### config.mk
export PLATFORM = sky130hd
export DESIGN_NAME = regfile_sb
export DESIGN_NICKNAME = d
export VERILOG_FILES = /design/src/rtl/regfile_sb_pkg.sv /design/src/rtl/regfile_sb_sb_bits.sv /design/src/rtl/regfile_sb.sv
export SDC_FILE = /design/constraint.sdc
export NUM_CORES = 1
export LEC_CHECK = 0
export ABC_CLOCK_PERIOD_IN_PS = 8100
export BUFFER_PORTS_ARGS = -buffer_cell sky130_fd_sc_hd__buf_2
export CAP_MARGIN = 5
export CORE_ASPECT_RATIO = 0.6
export CORE_MARGIN = 3
export CORE_UTILIZATION = 55
export DETAILED_ROUTE_END_ITERATION = 8
export PLACE_DENSITY = 0.75
export SYNTH_ARGS = -nofsm -noshare
export SYNTH_HDL_FRONTEND = slang
export SYNTH_SLANG_ARGS = --single-unit
### constraint.sdc
create_clock -name clk -period 8.1 [get_ports clk]
set_input_delay 1.62 -clock clk [delete_from_list [all_inputs] [get_ports clk]]
set_output_delay 1.62 -clock clk [all_outputs]
set_load 0.005 [all_outputs]
### src/rtl/regfile_sb_pkg.sv
// Shared constants for the scoreboarded register file: default sizes,
// register-count derivation and the hardwired-zero register index.
package regfile_sb_pkg;

    localparam int WIDTH_DEF  = 8;
    localparam int ADDR_W_DEF = 4;
    localparam int REG_ZERO   = 0;

    function automatic int nregs(input int addr_w);
        return 1 << addr_w;
    endfunction

endpackage

### src/rtl/regfile_sb_sb_bits.sv
// Busy-bit scoreboard: one flop per register, set and clear vectors,
// set wins over clear; bit 0 never becomes busy.
module sb_bits
    import regfile_sb_pkg::*;
#(
    parameter int N = 16
) (
    input  logic         clk,
    input  logic         reset,
    input  logic [N-1:0] set,
    input  logic [N-1:0] clr,
    output logic [N-1:0] q
);

    logic [N-1:0] keep_mask;

    // Every register except the hardwired-zero one may be tracked.
    always_comb begin
        keep_mask           = '1;
        keep_mask[REG_ZERO] = 1'b0;
    end

    always_ff @(posedge clk or posedge reset) begin
        if (reset) begin
            q <= '0;
        end else begin
            q <= ((q & ~clr) | set) & keep_mask;
        end
    end

endmodule

### src/rtl/regfile_sb.sv
// Two-read/one-write register file with write-first bypass, register 0
// tied to zero, and a busy scoreboard that stalls decode on RAW/WAW hazards.
module regfile_sb
    import regfile_sb_pkg::*;
#(
    parameter int WIDTH  = WIDTH_DEF,
    parameter int ADDR_W = ADDR_W_DEF
) (
    input  logic                     clk,
    input  logic                     reset,
    input  logic                     we,
    input  logic [ADDR_W-1:0]        wa,
    input  logic [WIDTH-1:0]         wd,
    input  logic [ADDR_W-1:0]        ra1,
    input  logic [ADDR_W-1:0]        ra2,
    output logic [WIDTH-1:0]         rd1,
    output logic [WIDTH-1:0]         rd2,
    input  logic                     use1,
    input  logic                     use2,
    input  logic                     iss_valid,
    input  logic [ADDR_W-1:0]        iss_rd,
    output logic                     stall,
    output logic [nregs(ADDR_W)-1:0] busy
);

    localparam int NREGS = nregs(ADDR_W);
    localparam logic [ADDR_W-1:0] ZERO_ADDR = ADDR_W'(REG_ZERO);

    logic [WIDTH-1:0] regs [NREGS];
    logic             wr_en;
    logic             iss_ok;
    logic             raw;
    logic             waw;
    logic [NREGS-1:0] clr_vec;
    logic [NREGS-1:0] set_vec;
    logic [NREGS-1:0] pend_vec;

    assign wr_en = we && (wa != ZERO_ADDR);

    always_ff @(posedge clk or posedge reset) begin
        if (reset) begin
            for (int i = 0; i < NREGS; i++) begin
                regs[i] <= '0;
            end
        end else if (wr_en) begin
            regs[wa] <= wd;
        end
    end

    // Write-first bypass; forced to zero while reset is held.
    always_comb begin
        rd1 = regs[ra1];
        rd2 = regs[ra2];
        if (wr_en && wa == ra1) rd1 = wd;
        if (wr_en && wa == ra2) rd2 = wd;
        if (reset || ra1 == ZERO_ADDR) rd1 = '0;
        if (reset || ra2 == ZERO_ADDR) rd2 = '0;
    end

    // Issue handshake: decode holds iss_valid/iss_rd while stall is high;
    // the destination is claimed only in a cycle with iss_valid && !stall.
    // A retiring register is no longer pending in its retire cycle.
    always_comb begin
        clr_vec  = wr_en ? (NREGS'(1) << wa) : '0;
        pend_vec = busy & ~clr_vec;
        raw      = (use1 && pend_vec[ra1]) || (use2 && pend_vec[ra2]);
        waw      = iss_valid && pend_vec[iss_rd];
        stall    = raw || waw;
        iss_ok   = iss_valid && !stall && (iss_rd != ZERO_ADDR);
        set_vec  = iss_ok ? (NREGS'(1) << iss_rd) : '0;
    end

    sb_bits #(
        .N(NREGS)
    ) u_sb_bits (
        .clk  (clk),
        .reset(reset),
        .set  (set_vec),
        .clr  (clr_vec),
        .q    (busy)
    );

endmodule

==> metrics.yaml <==
outcome: "complete, no violations"
dp_hpwl_um: 16300
fin_crit_ps: 6000
synthCells: 636
critPathMaxFanout: 16
insertion_delay_ps: 430
path_common_cell: "buf_2"
hold_path_class: "reg -> reg"
slew-limit-headroom_pct: 16.7
synth_cell_types: 52
worstPathRequired_ps: 6480
die_y_um: 102
drc: 0
nFillCells: 1106
cpMaxStageDelayCell: "nor2_1"
post-route-period-util_pct: 74.0
worst_path_largest_cell_delay_ps: 970
vias: 6197
power.clock.fraction_pct: 33.0
leakagePower_nw: 3.88
yosysWarnings: 0
worst_pin_slew_ps: 1250
ys.flop_type: "dfrtp_1"
drive_above_1_share_pct: 45.2
drt_first_pass_iters: 7
grt_pass1_vias: 6052
area_growth_pct: 11.5
p_int_mw: 1.67
cts_setup_buffers: 0
postSynthNetCount: 666
wirelength_um: 25200
antenna_found_initial: 2
switchingPower_uw: 713
wl_per_cell_um: 28.8
path_clk_slew_ps: 60
vdd_drop_max_mv: 0.144
ant_nets: 0
slew_viol_final: 0
yosysSeqAreaShare_pct: 42.6
grt_pass1_wl_um: 37800
syn_avg_cell_area_um2: 13.2
synth_edf_count: 0
end_kind: "output pin"
cts_root_buffer: "clkbuf_16"
rr_worst_depth: 6
gp_congestion: 0.966
grt_max_degree: 93
hold_viol_final: 0
vias_per_cell: 7.07
multiInputGateArea_um2: 4530
cts_buffer_depth: 2
cts_sinks: 143
hold_depth: 0
fmax_mhz: 167
start_kind: "input pin"
cts_buffers: 17
seq_area_um2: 3580
path_class: "in -> out"
cts_hold_buf: 0
pin_count: 63
initial_core_util_pct: 57.1
crit_arrival_ps: 4380
switching_share_pct: 29.9
ys_seq_elements: 143
setup_viol: 0
p_total_mw: 2.39
fin_util_pct: 63.7
syn_area_um2: 8410
fin_tns_setup_ps: 0
cts_tree: "yes"
nNetsFinal: 696
pwr-share-comb_pct: 24.7
maxCapViolations: 0
cts_resized: 0
grt-ovfl-total: 0
skew_ps: 9.18
p_per_area_nw_per_um2: 255
pwr-share-seq_pct: 42.3
grt_use_total_pct: 31.1
io_buffers: 61
core_area_um2: 14700
num_rows: 34
cts.htree.levels: 4
die_x_um: 166
drt_iter0_markers: 931
die_area_um2: 16900
ys_async_sr_fraction_pct: 100
n_antenna_cell: 0
cp_cell_sequence: "buf_2 > nand3_1 > nor2_1 > o221ai_1 > a211oi_2 > o22ai_2 > a21o_1 > buf_2"
grt_setup_unrepaired: "false"
==> cells in the final DEF (no fill, tap or decap), types with 3 or more instances in the layout <==
cell / n
inv_6: 3
o41ai_1: 8
o21ai_1: 10
nand2_1: 33
nor2_1: 34
xnor2_1: 8
nand4_1: 4
and3_1: 3
a21oi_1: 7
mux2_2: 112
or2_2: 3
clkbuf_16: 17
buf_4: 8
clkinv_4: 3
buf_2: 61
o2111ai_1: 8
o21ai_0: 13
clkinvlp_4: 3
dfrtp_1: 143
o221ai_1: 3
nand3_1: 13
o211ai_1: 19
mux2i_1: 19
inv_1: 12
mux4_2: 81
nand2b_1: 4
==> power groups by stage <==
stage	logic (mW)	clock network [mW]	registers [mW]
final	0.590	0.787	1.01
after floorplan	0.436	0	0.965
after global routing	0.630	0.824	1.03
after CTS	0.585	0.788	1.00
after global placement	0.560	0	0.997
after detailed placement	0.578	0	1.01
==> cells in the mapped netlist (all sizes together), types with 2 or more instances <==
cell type / instances / area [µm²]
nand3: 13 / 65.1
a31o: 2 / 17.5
a211o: 2 / 17.5
o221ai: 3 / 26.3
clkbuf: 36 / 135
a31oi: 2 / 12.5
nand4: 4 / 25.0
mux2i: 19 / 190
nand2b: 4 / 25.0
nand2: 33 / 124
a21boi: 2 / 15.0
inv: 13 / 48.8
nand3b: 3 / 35.0
or3: 2 / 12.5
and3: 3 / 18.8
o2111ai: 8 / 70.1
o41ai: 8 / 70.1
a21oi: 7 / 35.0
dfrtp: 143 / 3580
o31ai: 2 / 15.0
o21ai: 24 / 124
xnor2: 8 / 70.1
o211ai: 19 / 143
o22ai: 3 / 25.0
buf: 23 / 111
or2: 4 / 25.0
nor3b: 2 / 15.0
mux2: 112 / 1260
nor3: 2 / 10.0
mux4: 81 / 1820
nor2: 38 / 171
==> per-stage QoR <==
stage / cells / hold slack (ps) / worst slack (ps) / area, µm²
finish: 877 / 396 / 2100 / 9370
global route: 877 / 410 / 1930 / 9370
global placement: 844 / 378 / 2240 / 8780
detailed placement: 844 / 386 / 2210 / 8780
CTS: 876 / 398 / 2200 / 9360
floorplan: 636 / 441 / 718 / 8410
==> worst max-delay path: cells and delay by family <==
kind	cells	cell delay, ps
simple gates	2	1350
compound gates	4	1070
buf+inv	2	320
==> cells by family after synthesis <==
logic type | count (synthesis) | share of synthesized area [%]
multiplexers | 212 | 39.0
buffers and inverters | 72 | 3.51
XOR/XNOR | 9 | 0.938
AND/OR/NAND/NOR | 113 | 6.74
other | 1 | 0.0446
flip-flops | 143 | 42.6
AO/OA/AOI/OAI | 86 | 7.22
==> worst paths after layout <==
| kind | slack (ps) | startpoint | end |
|---|---|---|---|
| worst max-delay path | 2100 | wa[3] | stall |
| worst min-delay path | 400 | regs[120]$_DFFE_PP0P_ | regs[120]$_DFFE_PP0P_ |
| worst max register to register | 5740 | u_sb_bits.q[9]$_DFF_PP0_ | u_sb_bits.q[10]$_DFF_PP0_ |
| worst min register to register | 400 | regs[120]$_DFFE_PP0P_ | regs[120]$_DFFE_PP0P_ |
| max in group asynchronous | 5490 | reset | regs[10]$_DFFE_PP0P_ |
| min in group asynchronous | 1390 | reset | u_sb_bits.q[11]$_DFF_PP0_ |
==> metal layers <==
metal	track usage (%)	share of wire (%)	wire length, µm	up-vias
li1	-	-	-	2511
met1	46.3	42	10700	3193
met2	42.8	43	10700	437
met3	12.8	13	3320	50
met4	7.86	1.6	400	6
met5	0	0.43	109	-
==> flip-flops by register name, summed over array words and instances (netlist names) <==
signal,count
u_sb_bits.q,15
regs,128
==> area by class of cell <==
cell class,count,share of cell area (%)
clock buffers,20,4.77
clock inverters,12,1.46
inverters,13,0.574
multi-input cells,421,48.4
flip-flops and latches,143,38.2
well taps,198,2.64
repair buffers,70,4.02
Note: power is estimated with default switching activity, not from simulation.
